[config.mk]
export PLATFORM = sky130hd
export DESIGN_NAME = hazard_ctrl
export DESIGN_NICKNAME = d
export VERILOG_FILES = /design/src/rtl/hazard_ctrl_pkg.sv /design/src/rtl/md_busy_fsm.sv /design/src/rtl/hazard_ctrl.sv
export SDC_FILE = /design/constraint.sdc
export NUM_CORES = 1
export LEC_CHECK = 0
export BUFFER_PORTS_ARGS = -buffer_cell sky130_fd_sc_hd__buf_2
export CAP_MARGIN = 25
export CORE_UTILIZATION = 40
export CTS_BUF_LIST = sky130_fd_sc_hd__clkbuf_8
export CTS_CLUSTER_SIZE = 12
export DETAILED_ROUTE_END_ITERATION = 8
export GPL_ROUTABILITY_DRIVEN = 0
export PLACE_DENSITY = 0.74
export SYNTH_ARGS = -nofsm -noshare
export SYNTH_HDL_FRONTEND = slang
export SYNTH_SLANG_ARGS = --single-unit
[constraint.sdc]
create_clock -name clk -period 2.8 [get_ports clk]
set_clock_uncertainty 0.1 [all_clocks]
set_input_delay 0.42 -clock clk [delete_from_list [all_inputs] [get_ports clk]]
set_output_delay 0.42 -clock clk [all_outputs]
set_load 0.03 [all_outputs]
[src/rtl/hazard_ctrl_pkg.sv]
// hazard_ctrl_pkg
// Shared definitions for the hazard controller slice:
//   - md_state_t   : HI/LO unit occupancy state encoding (IDLE=0, BUSY=1)
//   - MULT_LAT_DEF : default multiply occupancy in cycles
//   - DIV_LAT_DEF  : default divide occupancy in cycles
//   - CNT_W        : width of the occupancy down-counter
//   - md_load()    : counter preload value for a newly issued mult/div
package hazard_ctrl_pkg;

  typedef enum logic {
    IDLE = 1'b0,
    BUSY = 1'b1
  } md_state_t;

  localparam int MULT_LAT_DEF = 5;
  localparam int DIV_LAT_DEF  = 32;
  localparam int CNT_W        = 5;

  // The counter counts down to zero inclusive, so a latency of N
  // cycles is loaded as N-1. A 32-cycle divide therefore fits in 5 bits.
  function automatic logic [CNT_W-1:0] md_load(input logic is_div,
                                               input int   mult_lat,
                                               input int   div_lat);
    int lat;
    lat = is_div ? div_lat : mult_lat;
    return CNT_W'(lat - 1);
  endfunction

endpackage

[src/rtl/md_busy_fsm.sv]
// md_busy_fsm
// Tracks occupancy of the HI/LO multiply/divide unit.
// Ports:
//   clk     : clock, rising edge
//   rst     : asynchronous active-low reset
//   start   : E-stage instruction is mult/multu/div/divu
//   is_div  : qualifies start, 1 = divide
//   md_busy : HI/LO unit occupied (high exactly while in BUSY)
module md_busy_fsm
  import hazard_ctrl_pkg::*;
#(
  parameter int MULT_LAT = MULT_LAT_DEF,
  parameter int DIV_LAT  = DIV_LAT_DEF
) (
  input  logic clk,
  input  logic rst,
  input  logic start,
  input  logic is_div,
  output logic md_busy
);

  md_state_t        state_reg;
  logic [CNT_W-1:0] cnt_reg;

  always_ff @(posedge clk or negedge rst) begin
    if (!rst) begin
      state_reg <= IDLE;
      cnt_reg   <= '0;
    end else begin
      case (state_reg)
        IDLE: begin
          if (start) begin
            state_reg <= BUSY;
            cnt_reg   <= md_load(is_div, MULT_LAT, DIV_LAT);
          end
        end
        BUSY: begin
          // A start seen here is deliberately ignored: the D-stage
          // md_stall keeps a second mult/div from reaching E while busy.
          if (cnt_reg != '0) begin
            cnt_reg <= cnt_reg - 1'b1;
          end else begin
            state_reg <= IDLE;
          end
        end
      endcase
    end
  end

  assign md_busy = (state_reg == BUSY);

endmodule

[src/rtl/hazard_ctrl.sv]
// hazard_ctrl
// Pipeline hazard unit: load-use, branch-operand and HI/LO-busy stalls,
// plus redirect flush. Stall/flush outputs are purely combinational.
// Ports:
//   clk, rst                : clock, asynchronous active-low reset
//   rs_d, rt_d              : D-stage source register numbers
//   use_rs_d, use_rt_d      : D instruction actually reads rs / rt
//   branch_d                : D instruction resolves/reads registers in D
//   md_use_d                : D instruction touches the HI/LO unit
//   wr_reg_e, reg_write_e   : E-stage destination and its write enable
//   mem_to_reg_e            : E instruction is a load
//   md_start_e, md_is_div_e : E instruction starts mult/div (1 = divide)
//   wr_reg_m, mem_to_reg_m  : M-stage destination, M instruction is a load
//   flush_req               : redirect; kills D and E
//   pc_we, we_d             : PC and F/D register write enables
//   clear_d, clear_e        : synchronous clears of F/D and D/E registers
//   md_busy                 : HI/LO unit occupied
module hazard_ctrl
  import hazard_ctrl_pkg::*;
#(
  parameter int MULT_LAT = MULT_LAT_DEF,
  parameter int DIV_LAT  = DIV_LAT_DEF
) (
  input  logic       clk,
  input  logic       rst,
  input  logic [4:0] rs_d,
  input  logic [4:0] rt_d,
  input  logic       use_rs_d,
  input  logic       use_rt_d,
  input  logic       branch_d,
  input  logic       md_use_d,
  input  logic [4:0] wr_reg_e,
  input  logic       reg_write_e,
  input  logic       mem_to_reg_e,
  input  logic       md_start_e,
  input  logic       md_is_div_e,
  input  logic [4:0] wr_reg_m,
  input  logic       mem_to_reg_m,
  input  logic       flush_req,
  output logic       pc_we,
  output logic       we_d,
  output logic       clear_d,
  output logic       clear_e,
  output logic       md_busy
);

  // Source operand 0 = rs, 1 = rt.
  logic [1:0][4:0] src_reg;
  logic [1:0]      src_use;
  logic [1:0]      hit_e;
  logic [1:0]      hit_m;

  assign src_reg = {rt_d, rs_d};
  assign src_use = {use_rt_d, use_rs_d};

  // Register $0 is hardwired to zero, so it never creates a dependency.
  generate
    for (genvar gi = 0; gi < 2; gi++) begin : g_src_match
      assign hit_e[gi] = src_use[gi] && (wr_reg_e != 5'd0) && (src_reg[gi] == wr_reg_e);
      assign hit_m[gi] = src_use[gi] && (wr_reg_m != 5'd0) && (src_reg[gi] == wr_reg_m);
    end
  endgenerate

  logic match_e;
  logic match_m;
  logic lu_stall;
  logic br_stall;
  logic md_stall;
  logic stall;

  assign match_e  = |hit_e;
  assign match_m  = |hit_m;
  assign lu_stall = mem_to_reg_e && match_e;
  // Branches compare in D, so they also wait for ALU results still in E
  // and for load data still in M.
  assign br_stall = branch_d && ((reg_write_e && match_e) || (mem_to_reg_m && match_m));
  assign md_stall = md_use_d && (md_busy || md_start_e);
  assign stall    = lu_stall || br_stall || md_stall;

  // The branch delay slot executes, so only a redirect clears F/D.
  always_comb begin
    pc_we   = 1'b1;
    we_d    = 1'b1;
    clear_d = 1'b0;
    clear_e = 1'b0;
    if (flush_req) begin
      clear_d = 1'b1;
      clear_e = 1'b1;
    end else if (stall) begin
      pc_we   = 1'b0;
      we_d    = 1'b0;
      clear_e = 1'b1;
    end
  end

  // A redirect does not abort an in-flight multiply/divide.
  md_busy_fsm #(
    .MULT_LAT (MULT_LAT),
    .DIV_LAT  (DIV_LAT)
  ) u_md_busy_fsm (
    .clk     (clk),
    .rst     (rst),
    .start   (md_start_e),
    .is_div  (md_is_div_e),
    .md_busy (md_busy)
  );

endmodule

==> report_table.html <==
<table>
<tr><th>Metric</th><th>Value</th></tr>
<tr><th colspan="2">Logic synthesis</th></tr>
<tr><td>Synth Area per Inst</td><td>about 8.3 µm²</td></tr>
<tr><td>Library cell with the highest instance count after synthesis</td><td>xnor2_1</td></tr>
<tr><td>Synth top area share</td><td>28.1%</td></tr>
<tr><td>Cells after Synth</td><td>79</td></tr>
<tr><td>Number of distinct library cells after synthesis</td><td>25</td></tr>
<tr><td>Synth cell count leaders</td><td>21 x xnor2_1, 8 x nand2_1, 6 x dfrtp_1</td></tr>
<tr><td>Number of enable-type register cells in the synthesized netlist</td><td>0</td></tr>
<tr><td>YS warnings</td><td>0</td></tr>
<tr><td>Synthesis-stage register bit count</td><td>6</td></tr>
<tr><td>Async SR Flop Fraction</td><td>100%</td></tr>
<tr><td>Syn_nets</td><td>113</td></tr>
<tr><td>Share of the yosys chip area belonging to registers</td><td>22.9%</td></tr>
<tr><td>Cell types with the largest area share after synthesis</td><td>xnor2_1 28%, dfrtp_1 23%, nand2_1 4.6%</td></tr>
<tr><td>Cell area after synthesis</td><td>around 650 µm²</td></tr>
<tr><td>Dominant register cell in the synthesized netlist</td><td>dfrtp_1</td></tr>
<tr><td>Library cell occupying the most area in the post-synthesis netlist</td><td>xnor2_1</td></tr>
<tr><th colspan="2">STA</th></tr>
<tr><td>Total Negative Setup Slacks</td><td>0 ps</td></tr>
<tr><td>Maximum achievable frequency</td><td>423 MHz</td></tr>
<tr><td>Max-Slew Margin vs Limit</td><td>71.3%</td></tr>
<tr><td>Period Utilization, post-route</td><td>84.5%</td></tr>
<tr><td>Final Max Tran Viols</td><td>0</td></tr>
<tr><td>Final Hold Viols</td><td>0</td></tr>
<tr><td>RSZ-0062 raised after global routing</td><td>false</td></tr>
<tr><td>Slew @ Worst Pin</td><td>431 ps</td></tr>
<tr><td>Post-route minimum period</td><td>2370 ps</td></tr>
<tr><td>Final setup violation count</td><td>0</td></tr>
<tr><th colspan="2">Clock tree</th></tr>
<tr><td>Clock buffer count from CTS</td><td>3</td></tr>
<tr><td>Clock Tree Root</td><td>clkbuf_8</td></tr>
<tr><td>CTS clock-pin slew for the worst setup and hold paths</td><td>~30 ps</td></tr>
<tr><td>Number of buffers inserted for hold repair after clock tree synthesis</td><td>1</td></tr>
<tr><td>Maximum clock path buffer count</td><td>2</td></tr>
<tr><td>CTS tree</td><td>yes</td></tr>
<tr><td>Buffers inserted during post-CTS setup optimization</td><td>0</td></tr>
<tr><td>Worst-Skew Late Latency</td><td>220 ps</td></tr>
<tr><td>Maximum level of the CTS H-tree</td><td>1</td></tr>
<tr><td>Clk sink count</td><td>6</td></tr>
<tr><td>Post-CTS sizing</td><td>0</td></tr>
<tr><th colspan="2">Drt</th></tr>
<tr><td>Post-DR wirelength/cell</td><td>between 10 and 15 µm</td></tr>
<tr><td>Vias per cell</td><td>4.96</td></tr>
<tr><td>DRT Wirelength</td><td>~1500 µm</td></tr>
<tr><td>Number of iterations in the first detailed-routing pass</td><td>4</td></tr>
<tr><td>Routed via count</td><td>655</td></tr>
<tr><td>DR iter-0 viols</td><td>8</td></tr>
<tr><td>Post-route DRC</td><td>0</td></tr>
<tr><td>Detail Route Antenna Nets</td><td>0</td></tr>
<tr><th colspan="2">Global routing</th></tr>
<tr><td>Global route overflow</td><td>0</td></tr>
<tr><td>Via count of the first global-routing pass</td><td>649</td></tr>
<tr><td>Largest net degree at the start of global routing</td><td>12</td></tr>
<tr><td>First-pass GRT wire length</td><td>2520 µm</td></tr>
<tr><td>Combined global-route utilization of all metal layers</td><td>a little under a fifth</td></tr>
<tr><td>Initial antenna violation count</td><td>0</td></tr>
<tr><th colspan="2">Cells and area</th></tr>
<tr><td>Core occupancy in the finished layout</td><td>58.1%</td></tr>
<tr><td>Antenna Cells</td><td>0</td></tr>
<tr><td>Area overhead of the layout relative to synthesis</td><td>35.4%</td></tr>
<tr><td>Fraction of layout instances using a drive strength above 1</td><td>37.1%</td></tr>
<tr><td>Nets@finish</td><td>between 150 and 200</td></tr>
<tr><td>Max FFs per register</td><td>5</td></tr>
<tr><th colspan="2">Worst setup path</th></tr>
<tr><td>Cell chain of the critical path</td><td>buf_2 &gt; or3_1 &gt; o311a_1 &gt; a221oi_2 &gt; or2_1 &gt; buf_2</td></tr>
<tr><td>CP delay by family, top</td><td>compound AO/OA/AOI/OAI gates</td></tr>
<tr><td>Sum of buffers and inverters on the critical path</td><td>2</td></tr>
<tr><td>Maximum single-stage delay on the critical path</td><td>390 ps</td></tr>
<tr><td>Most frequent cell on the critical path</td><td>buf_2</td></tr>
<tr><td>CP Class</td><td>in2out</td></tr>
<tr><td>Critical Path AT</td><td>1850 ps</td></tr>
<tr><td>Critical path capture point type</td><td>output port</td></tr>
<tr><td>Data required time of the critical path</td><td>between 2000 and 2500 ps</td></tr>
<tr><td>Type of element launching the critical path</td><td>input port</td></tr>
<tr><td>Critical-path maximum fanout</td><td>3</td></tr>
<tr><td>Max stage delay cell, worst path</td><td>or3_1</td></tr>
<tr><th colspan="2">Place</th></tr>
<tr><td>Detailed placement HPWL</td><td>1250 µm</td></tr>
<tr><td>Port Buffer Count</td><td>36</td></tr>
<tr><th colspan="2">Floorplan</th></tr>
<tr><td>Number of core rows</td><td>14</td></tr>
<tr><td>Count of boundary I/O pins</td><td>37</td></tr>
<tr><td>Area of the core</td><td>1520 µm²</td></tr>
<tr><td>Area of the die</td><td>1800 µm²</td></tr>
<tr><td>Die Span Y</td><td>42.4 µm</td></tr>
<tr><td>Die Width</td><td>42.4 µm</td></tr>
<tr><td>Effective utilization at floorplan</td><td>a little over two fifths</td></tr>
<tr><th colspan="2">Hold path</th></tr>
<tr><td>Hold/Removal Path Class</td><td>in2reg</td></tr>
<tr><th colspan="2">Run</th></tr>
<tr><td>Maximum Capacitance Violations</td><td>0</td></tr>
<tr><th colspan="2">Power and ir drop</th></tr>
<tr><td>Worst IR drop on VDD</td><td>0.000406 V</td></tr>
<tr><td>Static leakage</td><td>0.396 nW</td></tr>
<tr><td>Ratio of total power to cell area</td><td>640 nW/µm²</td></tr>
<tr><th colspan="2">Status</th></tr>
<tr><td>Run status</td><td>finished, final reports clean</td></tr>
</table>
==> per-layer routing <==
| layer | global-route usage, % | wire (µm) | share of wire [%] |
|---|---|---|---|
| met5 | 0 | 0 | 0 |
| met4 | 11.3 | 25 | 1.7 |
| met3 | 2.59 | 83 | 5.5 |
| met2 | 32.9 | 764 | 51 |
| met1 | 21.2 | 630 | 42 |
==> where the power goes <==
group,total (W),switching (W),internal [W]
Sequential,0.000168,0.0000365,0.000131
Combinational,0.000273,0.000148,0.000126
Clock,0.000126,0.0000342,0.0000921
==> worst register-to-register path, cell delays in order (launching register included) <==
cell,delay [ps]
dfrtp_1,360
inv_1,70
ha_1,210
a41oi_2,390
nand2_1,140
xor2_1,140
o21ai_1,80
==> cells by family (layout without fill, tap and decap cells) <==
family	after synthesis	after routing	synth area share, %
simple gates	24	24	17.6
compound gates	17	17	20.3
xor+xnor	22	22	29.4
buf+inv	8	45	5.93
flops	6	6	22.9
fa+ha+maj	2	2	3.82
==> cell type report <==
cell class,count,area [µm²]
inverter,5,18.8
tap,16,20.0
timing repair buffer,37,190
sequential,6,150
fill,146,638
clock buffer,3,41.3
multi-input combinational,65,465
==> placed cells by master (no fill, tap or decap), types with 2 or more instances in the layout <==
cell / netlist / final
o21ai_0: 3 / 3
clkbuf_8: 0 / 3
o22ai_1: 2 / 2
nand2_1: 8 / 8
buf_2: 1 / 36
o21ai_1: 2 / 2
nand2b_1: 2 / 2
ha_1: 2 / 2
nor3_1: 2 / 2
a21oi_1: 4 / 4
nand4_1: 4 / 4
nor2_1: 5 / 5
dfrtp_1: 6 / 6
xnor2_1: 21 / 21
inv_1: 5 / 5
==> stage by stage <==
step	worst slack (ps)	hold WS (ps)	cell area [µm²]	power, W	cells
detailed placement	437	146	835	0.000443	128
finish	435	348	886	0.000567	132
global route	382	362	886	0.000626	132
global placement	468	142	835	0.000435	128
CTS	436	345	886	0.000575	132
floorplan	436	24.4	654	0.000365	79
==> worst paths after layout <==
| path | end | cells past startpoint | start | slack (ps) |
|---|---|---|---|---|
| setup / recovery | pc_we | 6 | wr_reg_m[0] | 430 |
| hold / removal | u_md_busy_fsm.cnt_reg[2] | 3 | md_start_e | 350 |
| setup reg to reg | u_md_busy_fsm.cnt_reg[2] | 6 | u_md_busy_fsm.cnt_reg[0] | 1180 |
| hold reg to reg | u_md_busy_fsm.cnt_reg[0] | 1 | u_md_busy_fsm.cnt_reg[0] | 390 |
| max in group asynchronous | u_md_busy_fsm.cnt_reg[3] | 2 | rst | 2010 |
| min in group asynchronous | u_md_busy_fsm.md_busy | 2 | rst | 450 |
Power figures use the tool's default switching activity.
